$ cat config.mk
export PLATFORM = sky130hd
export DESIGN_NAME = bht_btb_predictor_flat
export DESIGN_NICKNAME = d
export VERILOG_FILES = /design/src/rtl/bht_btb_predictor_if.sv /design/src/rtl/bht_btb_predictor.sv /design/src/flat_wrapper.sv
export SDC_FILE = /design/constraint.sdc
export NUM_CORES = 1
export LEC_CHECK = 0
export ABC_AREA = 1
export CORE_MARGIN = 2
export CORE_UTILIZATION = 54
export DETAILED_ROUTE_END_ITERATION = 8
export GPL_TIMING_DRIVEN = 1
export PLACE_DENSITY = 0.74
export SETUP_SLACK_MARGIN = 0.15
export SLEW_MARGIN = 0
export SYNTH_ARGS = -nofsm -noshare
export SYNTH_HDL_FRONTEND = slang
export SYNTH_SLANG_ARGS = --single-unit
$ cat constraint.sdc
create_clock -name clk -period 4.15 [get_ports clk]
set_input_delay 1.0375 -clock clk [delete_from_list [all_inputs] [get_ports clk]]
set_output_delay 1.0375 -clock clk [all_outputs]
set_load 0.05 [all_outputs]
$ cat src/rtl/bht_btb_predictor_if.sv
// Lookup/update/status bundle between the fetch/execute pipeline and the branch predictor.
// The pipeline side (master) drives lookup and update requests; the predictor (slave) answers.
interface bht_btb_predictor_if #(
  parameter int PC_W  = 32,
  parameter int CNT_W = 32
);
  logic [PC_W-1:0]  lk_pc;
  logic             lk_hit;
  logic             lk_taken;
  logic [PC_W-1:0]  lk_target;
  logic [1:0]       lk_state;
  logic             upd_en;
  logic             upd_is_branch;
  logic [PC_W-1:0]  upd_pc;
  logic [1:0]       upd_state;
  logic             upd_taken;
  logic [PC_W-1:0]  upd_target;
  logic             mispredict;
  logic [CNT_W-1:0] perf_branches;
  logic [CNT_W-1:0] perf_mispred;

  modport master (
    output lk_pc, upd_en, upd_is_branch, upd_pc, upd_state, upd_taken, upd_target,
    input  lk_hit, lk_taken, lk_target, lk_state, mispredict, perf_branches, perf_mispred
  );

  modport slave (
    input  lk_pc, upd_en, upd_is_branch, upd_pc, upd_state, upd_taken, upd_target,
    output lk_hit, lk_taken, lk_target, lk_state, mispredict, perf_branches, perf_mispred
  );
endinterface

$ cat src/rtl/bht_btb_predictor.sv
// Direct-mapped 2-bit BHT plus BTB: combinational fetch lookup, EX-side counter update and
// allocation, registered mispredict pulse and saturating performance counters.
module bht_btb_predictor #(
  parameter int PC_W  = 32,
  parameter int IDX_W = 4,
  parameter int TAG_W = 8,
  parameter int CNT_W = 32
) (
  input  logic               clk,
  input  logic               rst,
  bht_btb_predictor_if.slave bus
);
  localparam int DEPTH = 1 << IDX_W;
  localparam logic [PC_W-1:0]  PC_STEP  = PC_W'(3'd4);
  localparam logic [CNT_W-1:0] CNT_ONE  = CNT_W'(1'b1);
  localparam logic [CNT_W-1:0] CNT_FULL = {CNT_W{1'b1}};

  logic             valid_r  [DEPTH];
  logic [1:0]       cnt_r    [DEPTH];
  logic [TAG_W-1:0] tag_r    [DEPTH];
  logic [PC_W-1:0]  target_r [DEPTH];
  logic             mispredict_r;
  logic [CNT_W-1:0] perf_branches_r;
  logic [CNT_W-1:0] perf_mispred_r;

  logic [IDX_W-1:0] lk_idx_s;
  logic [TAG_W-1:0] lk_tag_s;
  logic             lk_hit_s;
  logic [1:0]       lk_state_s;
  logic [PC_W-1:0]  lk_target_s;
  logic [IDX_W-1:0] upd_idx_s;
  logic [TAG_W-1:0] upd_tag_s;
  logic             upd_fire_s;
  logic             upd_hit_s;
  logic             cnt_we_s;
  logic [1:0]       cnt_wdata_s;
  logic             meta_we_s;
  logic             mispred_s;
  logic             unused_s;

  function automatic logic [1:0] sat_next(input logic [1:0] state, input logic taken);
    logic [1:0] nxt;
    if (taken) begin
      nxt = (state == 2'b11) ? 2'b11 : state + 2'b01;
    end else begin
      nxt = (state == 2'b00) ? 2'b00 : state - 2'b01;
    end
    return nxt;
  endfunction

  assign lk_idx_s  = bus.lk_pc[IDX_W+1:2];
  assign lk_tag_s  = bus.lk_pc[IDX_W+TAG_W+1:IDX_W+2];
  assign upd_idx_s = bus.upd_pc[IDX_W+1:2];
  assign upd_tag_s = bus.upd_pc[IDX_W+TAG_W+1:IDX_W+2];
  assign unused_s  = ^{bus.lk_pc[1:0], bus.lk_pc[PC_W-1:IDX_W+TAG_W+2],
                       bus.upd_pc[1:0], bus.upd_pc[PC_W-1:IDX_W+TAG_W+2]};

  // Fetch-side lookup; a miss reports weak-not-taken and falls through to pc+4.
  always_comb begin
    lk_hit_s    = 1'b0;
    lk_state_s  = 2'b01;
    lk_target_s = bus.lk_pc + PC_STEP;
    if (valid_r[lk_idx_s] && (tag_r[lk_idx_s] == lk_tag_s)) begin
      lk_hit_s   = 1'b1;
      lk_state_s = cnt_r[lk_idx_s];
    end else begin
      lk_hit_s   = 1'b0;
      lk_state_s = 2'b01;
    end
    if (lk_state_s[1]) begin
      lk_target_s = target_r[lk_idx_s];
    end else begin
      lk_target_s = bus.lk_pc + PC_STEP;
    end
  end

  // Update decode: the new counter derives from the carried state, not the table copy.
  always_comb begin
    upd_fire_s  = bus.upd_en && bus.upd_is_branch;
    upd_hit_s   = valid_r[upd_idx_s] && (tag_r[upd_idx_s] == upd_tag_s);
    cnt_we_s    = 1'b0;
    cnt_wdata_s = 2'b10;
    if (upd_fire_s && upd_hit_s) begin
      cnt_we_s    = 1'b1;
      cnt_wdata_s = sat_next(bus.upd_state, bus.upd_taken);
    end else if (upd_fire_s && bus.upd_taken) begin
      cnt_we_s    = 1'b1;
      cnt_wdata_s = 2'b10;
    end else begin
      cnt_we_s    = 1'b0;
      cnt_wdata_s = 2'b10;
    end
    meta_we_s = upd_fire_s && bus.upd_taken;
    mispred_s = upd_fire_s && (bus.upd_state[1] != bus.upd_taken);
  end

  // Valid bits and counters; reset wins over a concurrent update.
  always_ff @(posedge clk) begin
    if (rst) begin
      for (int i = 0; i < DEPTH; i++) begin
        valid_r[i] <= 1'b0;
        cnt_r[i]   <= 2'b01;
      end
    end else if (cnt_we_s) begin
      valid_r[upd_idx_s] <= 1'b1;
      cnt_r[upd_idx_s]   <= cnt_wdata_s;
    end else begin
      valid_r[upd_idx_s] <= valid_r[upd_idx_s];
    end
  end

  // Tag/target storage is left uninitialised; valid bits guard it.
  always_ff @(posedge clk) begin
    if (!rst && meta_we_s) begin
      tag_r[upd_idx_s]    <= upd_tag_s;
      target_r[upd_idx_s] <= bus.upd_target;
    end
  end

  // Mispredict pulse and saturating performance counters.
  always_ff @(posedge clk) begin
    if (rst) begin
      mispredict_r    <= 1'b0;
      perf_branches_r <= {CNT_W{1'b0}};
      perf_mispred_r  <= {CNT_W{1'b0}};
    end else begin
      mispredict_r <= mispred_s;
      if (upd_fire_s && (perf_branches_r != CNT_FULL)) begin
        perf_branches_r <= perf_branches_r + CNT_ONE;
      end else begin
        perf_branches_r <= perf_branches_r;
      end
      if (mispred_s && (perf_mispred_r != CNT_FULL)) begin
        perf_mispred_r <= perf_mispred_r + CNT_ONE;
      end else begin
        perf_mispred_r <= perf_mispred_r;
      end
    end
  end

  assign bus.lk_hit        = lk_hit_s;
  assign bus.lk_state      = lk_state_s;
  assign bus.lk_taken      = lk_state_s[1];
  assign bus.lk_target     = lk_target_s;
  assign bus.mispredict    = mispredict_r;
  assign bus.perf_branches = perf_branches_r;
  assign bus.perf_mispred  = perf_mispred_r;
endmodule
$ cat src/flat_wrapper.sv
// flat-port wrapper written by rule: the top's interface ports become plain ports
module bht_btb_predictor_flat 
#(
  parameter int PC_W  = 32,
  parameter int IDX_W = 4,
  parameter int TAG_W = 8,
  parameter int CNT_W = 32
)
  (clk, rst, bus_lk_pc, bus_upd_en, bus_upd_is_branch, bus_upd_pc, bus_upd_state, bus_upd_taken, bus_upd_target, bus_lk_hit, bus_lk_taken, bus_lk_target, bus_lk_state, bus_mispredict, bus_perf_branches, bus_perf_mispred);
  bht_btb_predictor_if #(.PC_W(PC_W), .CNT_W(CNT_W)) bus_i ();
  input  logic clk;
  input  logic rst;
  input wire logic [$bits(bus_i.lk_pc)-1:0] bus_lk_pc;
  input wire logic [$bits(bus_i.upd_en)-1:0] bus_upd_en;
  input wire logic [$bits(bus_i.upd_is_branch)-1:0] bus_upd_is_branch;
  input wire logic [$bits(bus_i.upd_pc)-1:0] bus_upd_pc;
  input wire logic [$bits(bus_i.upd_state)-1:0] bus_upd_state;
  input wire logic [$bits(bus_i.upd_taken)-1:0] bus_upd_taken;
  input wire logic [$bits(bus_i.upd_target)-1:0] bus_upd_target;
  output wire logic [$bits(bus_i.lk_hit)-1:0] bus_lk_hit;
  output wire logic [$bits(bus_i.lk_taken)-1:0] bus_lk_taken;
  output wire logic [$bits(bus_i.lk_target)-1:0] bus_lk_target;
  output wire logic [$bits(bus_i.lk_state)-1:0] bus_lk_state;
  output wire logic [$bits(bus_i.mispredict)-1:0] bus_mispredict;
  output wire logic [$bits(bus_i.perf_branches)-1:0] bus_perf_branches;
  output wire logic [$bits(bus_i.perf_mispred)-1:0] bus_perf_mispred;
  assign bus_i.lk_pc = bus_lk_pc;
  assign bus_i.upd_en = bus_upd_en;
  assign bus_i.upd_is_branch = bus_upd_is_branch;
  assign bus_i.upd_pc = bus_upd_pc;
  assign bus_i.upd_state = bus_upd_state;
  assign bus_i.upd_taken = bus_upd_taken;
  assign bus_i.upd_target = bus_upd_target;
  assign bus_lk_hit = bus_i.lk_hit;
  assign bus_lk_taken = bus_i.lk_taken;
  assign bus_lk_target = bus_i.lk_target;
  assign bus_lk_state = bus_i.lk_state;
  assign bus_mispredict = bus_i.mispredict;
  assign bus_perf_branches = bus_i.perf_branches;
  assign bus_perf_mispred = bus_i.perf_mispred;
  bht_btb_predictor #(.PC_W(PC_W), .IDX_W(IDX_W), .TAG_W(TAG_W), .CNT_W(CNT_W)) u_core (.clk(clk), .rst(rst), .bus(bus_i));
endmodule
==> metrics.txt <==
DP Cell Count=about 4,400; clk_skew=0.0178 ns; main combinational cell family by area after synthesis=simple AND/OR/NAND/NOR gates; Max-Cap Viols=0; violated checks=setup timing; most frequent cells in the layout=nand2_1 (720), edfxtp_1 (688), nor2_1 (420); # fillers=4,449; status=finished, violations left; unrepaired setup endpoints after global routing=yes; CP Capture Type=primary output; sequential fraction of the synthesis area=0.644; Clock Path Buffers=3; compound-cell area share of the yosys netlist=0.0994; Initial Utilization=0.544; fin cells=4,612; Max IR drop VDD=approximately 450 uV; Worst R2R Setup Slack=1.68 ns; grt total ovfl=0; r2r startpoint=u_core.tag_r[15][6]; hold path endpoint=u_core.bus.perf_branches[2]; period utilisation layout=1.02; drt first-iter violations=around 3,200; CTS root buffer=clkbuf_16; fraction of the mapped netlist area in simple logic gates=0.194; Hold Startpoint=u_core.bus.perf_branches[2]; Final Routed Wirelength=approximately 100,000 um; post-synth net total=between 3,000 and 4,000; CTS tree=built; post-synthesis async set-or-reset flop share=0; mapped cell area=between 0.03 and 0.04 mm2; pwr dens=398 mW/mm2; P&R area growth vs syn=24.3%; Finished Cell Area=approximately 0.042 mm2; FP Rows=92; worst slew pin tran=0.839 ns; Req. time, crit path=3.11 ns; drt via density=5.87; most common cell after layout, fill and taps aside=nand2_1; Synth cell types=49; fin util=0.676; mux contribution to synthesized area=0; first-pass GRT wire length=148,000 um; layout cells sized above 1=0.159; Synth Area in Adders=0.00110; Die ar.=about 0.065 mm2; final setup violation count=31; number of I/O pins=204; Clock Sinks=753; die width=255 um; FF-to-FF End=u_core.cnt_r[7][0]; Routability Congestion=0.902; final worst slack=-0.103 ns; final worst path period need=roughly 4.3 ns; Post-synth EDFFs=688; Core ar.=0.0627 mm2; Post-CTS Hold Fix Bufs=0; CP arrival=between 3 and 4 ns; insertion delay to the later sink of the worst-skew pair=between 0.6 and 0.7 ns; Final TNS setup=-1.76 ns; syn_area_per_cell=10.1 um2; gr usage total=0.297; Hold Path Class=reg -> reg; synth warn=0; Max Fclk=around 240 MHz; final slew viol count=0; drt drc=0; number of global-route vias before repair=around 26,000; cell area after placement=0.0385 mm2; Worst R2R Path Depth=14; Hold Path Cell Cnt=2; post-synthesis xor/xnor area fraction=0.0103; Synth Flop Type=edfxtp_1; H-tree levels=3; clock buffer count from CTS=78; TritonRoute pass-1 iters=7; critical path class=in -> out; Mapped Cells=3,393; Yosys reg bits=753; Fin. Hold Viols=0; pin count of the biggest net entering global routing=92; die height=255 um; HPWL after DPL=57,400 um; worst-path fanout max=8; post-route ant nets=0; PortBufs=183; worst setup path start=bus_lk_pc[2]; Slew Limit Headroom=0.441; Worst Hold Slack=~0.5 ns; final net count=3,809; initial antenna violation count=6; WL/cell=21.5 um; Clock transition at path regs=0.06 ns; crit path launch type=input pin; P_leak=around 0.015 uW; Vias=27,069
## metal layers
layer,vias to the layer above,GRT usage,share of wire
met4,10,0.150,0.050
met2,1547,0.480,0.47
li1,12407,-,-
met1,12796,0.379,0.37
met3,309,0.0643,0.10
met5,-,0,0.00062
## sequential cells by signal, summed over array words and instances, names as in the netlist
name                      count
u_core.target_r             512
u_core.tag_r                128
u_core.bus.perf_branches     32
u_core.bus.perf_mispred      32
u_core.cnt_r                 32
u_core.valid_r               16
u_core.bus.mispredict         1
## report_power, final
group	internal [uW]	total [uW]	switching, uW
Combinational	595	1640	1050
Sequential	8320	8340	17.6
Clock	3960	6920	2960
Total	12900	16900	4020
## worst max path at each step
stage,end,slack [ns],cells after the start
after floorplan,bus_lk_state[1],0.15,17
after global placement,bus_lk_target[27],-0.54,16
after detailed placement,bus_lk_target[27],-0.57,16
after CTS,bus_lk_target[24],-0.02,16
after global routing,bus_lk_target[8],-0.18,18
final,bus_lk_target[19],-0.10,18
## cell usage after synthesis, types with 16 or more instances
cell type    n  area [um2]
buf_6       18         203
edfxtp_1   688       20700
o221ai_1    56         490
nor2_1     447        1680
buf_2       49         245
nand4_1     31         194
dfxtp_1     65        1300
nand2_1    808        3030
nor3_1      64         320
o211ai_1    18         135
o22ai_1     76         475
xor2_1      27         236
o21ai_1     16        80.1
a21oi_1     59         295
nand3_1    186         931
clkbuf_1   100         375
o21ai_0    363        1820
inv_1      209         785
## logic make-up after synthesis
group                      Yosys count
and+or+nand+nor                   1591
DFF                                753
AOI/OAI and AO/OA                  601
buffers and inverters              405
xor gates and xnor gates            40
adders and majority gates            3
## timing repair
action,in CTS,in global routing
endpoints found under the setup margin,36,36
setup buffers,28,7
pin swaps,50,38
gates resized for setup,149,87
gates cloned,10,3
## critical path: stages
cell,delay (ns)
buf_16,0.14
inv_16,0.06
buf_12,0.14
o211ai_1,0.19
nand3_1,0.17
nand3_2,0.15
nand2_2,0.06
nand2_2,0.11
nand2_2,0.08
nor2_4,0.13
nand2_2,0.07
nor2_4,0.12
nand3_4,0.10
buf_12,0.17
clkbuf_16,0.16
nand2_2,0.06
nand2_2,0.07
buf_12,0.15
## per-stage QoR
stage | worst slack (ns) | total power, uW
CTS | -0.0172 | 16900
global placement | -0.537 | 9940
global route | -0.184 | 17300
detailed placement | -0.573 | 9960
finish | -0.103 | 16900
floorplan | 0.146 | 9280
## layout make-up
type / count / area [um2] / area share
diodes: 1 / 2.50 / 0.0000590
clock buffers: 96 / 2030 / 0.0479
clock inverters: 46 / 473 / 0.0111
inverters: 217 / 852 / 0.0201
multi-input cells: 2236 / 11100 / 0.262
flip-flops and latches: 753 / 22000 / 0.518
well taps: 846 / 1060 / 0.0249
repair buffers: 415 / 4910 / 0.116
repair inverters: 2 / 25.0 / 0.000590
(Power assumes the default switching activity.)
